File: src/rtl/alu_arbiter.sv
// rtl/alu_arbiter.sv - two-requester round-robin front end for a shared 16-bit ALU
module alu_arbiter (
  input  logic        clk,
  input  logic        rst,

  input  logic        req0_valid,
  output logic        req0_ready,
  input  logic [15:0] req0_a,
  input  logic [15:0] req0_b,
  input  logic [3:0]  req0_op,

  input  logic        req1_valid,
  output logic        req1_ready,
  input  logic [15:0] req1_a,
  input  logic [15:0] req1_b,
  input  logic [3:0]  req1_op,

  output logic [15:0] alu_a,
  output logic [15:0] alu_b,
  output logic [3:0]  alu_s,
  input  logic [15:0] alu_res,
  input  logic [3:0]  alu_flag,

  output logic        rsp0_valid,
  output logic [15:0] rsp0_data,
  output logic [3:0]  rsp0_flag,
  input  logic        rsp0_ready,

  output logic        rsp1_valid,
  output logic [15:0] rsp1_data,
  output logic [3:0]  rsp1_flag,
  input  logic        rsp1_ready
);

  localparam logic [3:0] ALU_NOP = 4'b1111;

  typedef enum logic [1:0] {
    ST_IDLE  = 2'd0,
    ST_ISSUE = 2'd1,
    ST_RESP  = 2'd2
  } state_t;

  state_t state;

  // last_grant: requester served most recently (1 after reset so requester 0 wins the first tie)
  logic last_grant;
  // grant_idx: owner of the operation currently in flight
  logic grant_idx;

  logic grant_any;
  logic grant_sel;
  logic grant_fire;
  logic rsp_ready_sel;

  // Round-robin pick: a lone requester always wins, a tie goes to the one not served last
  always_comb begin
    grant_any = req0_valid | req1_valid;
    grant_sel = 1'b0;
    if (req0_valid && req1_valid) begin
      grant_sel = ~last_grant;
    end else begin
      grant_sel = req1_valid;
    end
  end

  // Grant only in IDLE and never while reset is being applied
  assign grant_fire = !rst && (state == ST_IDLE) && grant_any;
  assign req0_ready = grant_fire && !grant_sel;
  assign req1_ready = grant_fire &&  grant_sel;

  // Consumer handshake of whichever requester owns the pending response
  assign rsp_ready_sel = grant_idx ? rsp1_ready : rsp0_ready;

  // Single-slot controller: grant, drive the ALU for one cycle, hold the response until consumed
  always_ff @(posedge clk) begin
    if (rst) begin
      state      <= ST_IDLE;
      last_grant <= 1'b1;
      grant_idx  <= 1'b0;
      alu_a      <= 16'h0000;
      alu_b      <= 16'h0000;
      alu_s      <= ALU_NOP;
      rsp0_valid <= 1'b0;
      rsp0_data  <= 16'h0000;
      rsp0_flag  <= 4'b0000;
      rsp1_valid <= 1'b0;
      rsp1_data  <= 16'h0000;
      rsp1_flag  <= 4'b0000;
    end else begin
      case (state)
        ST_IDLE: begin
          if (grant_any) begin
            grant_idx  <= grant_sel;
            last_grant <= grant_sel;
            // Operands land directly in the ALU drive registers, so they are
            // visible on the ALU bus exactly during the ISSUE cycle.
            if (grant_sel) begin
              alu_a <= req1_a;
              alu_b <= req1_b;
              alu_s <= req1_op;
            end else begin
              alu_a <= req0_a;
              alu_b <= req0_b;
              alu_s <= req0_op;
            end
            state <= ST_ISSUE;
          end
        end

        ST_ISSUE: begin
          // Result and flags are taken verbatim; only the owner's slot changes
          if (grant_idx) begin
            rsp1_data  <= alu_res;
            rsp1_flag  <= alu_flag;
            rsp1_valid <= 1'b1;
          end else begin
            rsp0_data  <= alu_res;
            rsp0_flag  <= alu_flag;
            rsp0_valid <= 1'b1;
          end
          alu_a <= 16'h0000;
          alu_b <= 16'h0000;
          alu_s <= ALU_NOP;
          state <= ST_RESP;
        end

        ST_RESP: begin
          if (rsp_ready_sel) begin
            if (grant_idx) begin
              rsp1_valid <= 1'b0;
            end else begin
              rsp0_valid <= 1'b0;
            end
            state <= ST_IDLE;
          end
        end

        default: begin
          state <= ST_IDLE;
        end
      endcase
    end
  end

endmodule

File: config.mk
export PLATFORM = sky130hd
export DESIGN_NAME = alu_arbiter
export DESIGN_NICKNAME = d
export VERILOG_FILES = /design/src/rtl/alu_arbiter.sv
export SDC_FILE = /design/constraint.sdc
export NUM_CORES = 1
export LEC_CHECK = 0
export ABC_AREA = 1
export CORE_AREA = 2 2 112 82
export CTS_BUF_LIST = sky130_fd_sc_hd__clkbuf_8
export CTS_CLUSTER_SIZE = 16
export DETAILED_ROUTE_END_ITERATION = 6
export DIE_AREA = 0 0 114 84
export GPL_ROUTABILITY_DRIVEN = 0
export PLACE_DENSITY = 0.91
export SYNTH_ARGS = -nofsm -noshare
export SYNTH_HDL_FRONTEND = slang
export SYNTH_SLANG_ARGS = --single-unit
File: constraint.sdc
create_clock -name clk -period 2 [get_ports clk]
set_input_delay 0.3 -clock clk [delete_from_list [all_inputs] [get_ports clk]]
set_output_delay 0.3 -clock clk [all_outputs]
set_load 0.01 [all_outputs]
==> impl_metrics.py <==
metrics = {
    "run_status": {
        "run_status": "complete, no violations",
    },
    "power": {
        "leakage_nw": 2.41,
        "irDropWorstVdd_mv": 0.425,
        "powerDensity_nw_per_um2": 724,
    },
    "clocking": {
        "clkLatencyLatePin_ns": 0.35,
        "root_buffer": "clkbuf_8",
        "ctsLongestPathBuffers": 2,
        "clock-sinks": 82,
        "cts_tree": "yes",
        "cts.htree.levels": 3,
        "cts_made_buffers": 9,
        "path_clk_slew_ns": 0.09,
        "cts_hold_buf": 0,
    },
    "logic_synthesis": {
        "ys_ff_latch": 82,
        "yosysWarnings": 0,
        "ys_top_cells_by_area": "dfxtp_1 (44%), nand3_1 (20%), a21oi_1 (10%)",
        "syn-mean-instance-area_sq_um": 6.94,
        "synth_area_sq_um": 3720,
        "netlist_instances": 537,
        "synth_fp_nets": 635,
        "yosys.area.top_type_share": 0.441,
        "ys_seq_area_frac": 0.441,
        "synth_largest_area_cell": "dfxtp_1",
        "synth_cell_type_count": 16,
    },
    "timing": {
        "rsz0062_at_grt": "false",
        "worst_pin_slew_ns": 0.746,
        "hold_viol_final": 0,
        "drv_slew": 0,
        "setup_viol": 0,
        "fin_crit_sh": 0.911,
        "max_freq_mhz": 549,
        "period_minus_slack_ns": 1.82,
        "skew_ns": 0.0146,
        "relSlewSlack": 0.502,
        "setup_slack_ns": 0.179,
    },
    "worst_setup_path": {
        "crit_start": "req0_valid",
        "regToRegSetupSlack_ns": 0.48,
        "rr_worst_depth": 4,
        "crit_top_cell": "nor2_1",
        "path_class": "input port to output pin",
        "critPathTopFamily": "buffers and inverters",
        "cp.depth": 6,
        "crit_path_max_incr_delay_ns": 0.53,
        "endpoint": "req1_ready",
        "required_ns": 1.70,
        "end_kind": "output pin",
        "crit_fanout": 3,
        "worst_path_max_delay_cell": "clkdlybuf4s50_1",
        "path_buf_inv": 2,
        "timing.rr.start": "state[1]",
        "path_cells": "clkdlybuf4s50_1, nor2_1, nor2_4, nand2_1, nor2_1, dlygate4sd2_1",
        "cp.arrival_ns": 1.52,
        "r2r_end": "rsp0_flag[0]",
        "setup.worst_path.start_class": "input port",
    },
    "layout": {
        "fillers": 718,
        "drive_above_1_share": 0.0555,
        "final_nets": 796,
        "final_cell_mix": "clkdlybuf4s50_1 (173), nand3_1 (149), nand2_1 (99)",
        "area_delta_synth_final_pct": 53.8,
        "n_antenna_cell": 0,
        "final_common_cell": "clkdlybuf4s50_1",
        "fin_util": 0.663,
    },
    "global_routing": {
        "grt_pass1_vias": 4003,
        "grt_pass1_wl_um": 19000,
        "overflow": 0,
        "antenna_found_initial": 0,
        "globalRouteTotalUtil": 0.246,
        "grt_start_max_net_pins": 45,
    },
    "drt": {
        "routed-wl-met2_um": 5790,
        "drt-total-wl_um": 11900,
        "drt_iter0_drc": 310,
        "vias_per_cell": 5.23,
        "drc": 0,
        "dr_total_vias": 4240,
        "ant_nets": 0,
        "dr.pass1.iters": 5,
        "wl_met3_um": 859,
        "topRoutingLayerUsed": "met4",
        "m1WireLength_um": 4950,
        "wl_per_cell_um": 14.6,
    },
    "floorplan": {
        "ios": 178,
        "die_x_um": 114,
        "dieArea_sq_um": 9580,
        "dieHeight_um": 84,
        "rows": 29,
        "start_util": 0.431,
        "core_sq_um": 8640,
    },
    "run": {
        "drv_cap": 0,
    },
    "placement": {
        "dp_hpwl_um": 8550,
        "place.port_buffers": 177,
        "pre_cts_ws_ns": -0.208,
    },
    "hold_path": {
        "holdCritPathClass": "flip-flop to flip-flop",
    },
}
worst register-to-register path: cells and delay by family, from the launching register on:
kind / cells / cell delay (ns)
flip-flops: 1 / 0.45
AO/OA/AOI/OAI: 1 / 0.18
AND/OR/NAND/NOR: 3 / 0.83
layer usage:
layer,vias up,GRT usage
li1,2059,-
met2,189,0.418
met3,30,0.0661
met1,1962,0.304
met4,0,0.0732
met5,-,0
how the worst min path moves through the flow:
stage                             start            end  slack (ns)  cells past startpoint
after floorplan              last_grant     last_grant        0.46                      2
after global placement     rsp1_data[6]   rsp1_data[6]        0.45                      2
after detailed placement   rsp0_data[9]   rsp0_data[9]        0.45                      2
after CTS                  rsp0_data[9]   rsp0_data[9]        0.47                      2
after global routing      rsp1_data[15]  rsp1_data[15]        0.48                      2
final                     rsp1_data[15]  rsp1_data[15]        0.46                      2
cell families (layout without fill, tap and decap cells):
kind of cell | count (synthesis) | after routing | share of synthesized area
AO/OA/AOI/OAI | 78 | 78 | 0.105
flip-flops | 82 | 82 | 0.441
AND/OR/NAND/NOR | 259 | 259 | 0.319
buffers and inverters | 118 | 284 | 0.135
state kept, by name, summed over array words and instances (netlist names):
register / cells
alu_a: 16
alu_b: 16
rsp0_data: 16
rsp1_data: 16
alu_s: 4
rsp0_flag: 4
rsp1_flag: 4
state: 2
grant_idx: 1
last_grant: 1
rsp0_valid: 1
rsp1_valid: 1
stage by stage:
stage | TNS (ns) | instances | area [sq um] | power [W] | hold slack (ns)
finish | 0 | 811 | 5730 | 0.00415 | 0.463
global route | 0 | 811 | 5730 | 0.00437 | 0.481
CTS | 0 | 811 | 5730 | 0.00417 | 0.466
detailed placement | -0.315 | 795 | 5520 | 0.00292 | 0.451
global placement | -0.237 | 795 | 5520 | 0.00289 | 0.449
floorplan | 0 | 537 | 3720 | 0.00238 | 0.462
cell usage after synthesis:
library cell    n
a21oi_1        76
buf_2          24
buf_4           8
clkbuf_1       10
dfxtp_1        82
inv_1          74
inv_2           2
nand2_1        99
nand2_2         2
nand2_4         1
nand3_1       149
nand4_1         1
nor2_1          4
nor2_4          2
nor3_1          1
o21ai_0         2
power by group:
group	switching, W	leakage [nW]	internal, W	total (W)
clock network	0.000629	0.101	0.000626	0.00126
registers	0.0000738	0.671	0.00176	0.00183
logic	0.000536	1.64	0.000529	0.00106
total	0.00124	2.41	0.00291	0.00415
layout make-up:
type | instances | area (sq um) | area share
multi-input combinational | 337 | 1580 | 0.276
timing repair buffer | 192 | 1880 | 0.327
clock buffer | 10 | 138 | 0.0240
tap | 108 | 135 | 0.0236
inverter | 76 | 285 | 0.0498
sequential | 82 | 1640 | 0.287
clock inverter | 6 | 73.8 | 0.0129
what timing repair did:
action,4_1_cts,5_1_grt
setup buffers,0,0
endpoints found under the setup margin,2,0
endpoints found under the hold margin,0,0
resized for setup,3,0
Power figures use the tool's default switching activity.
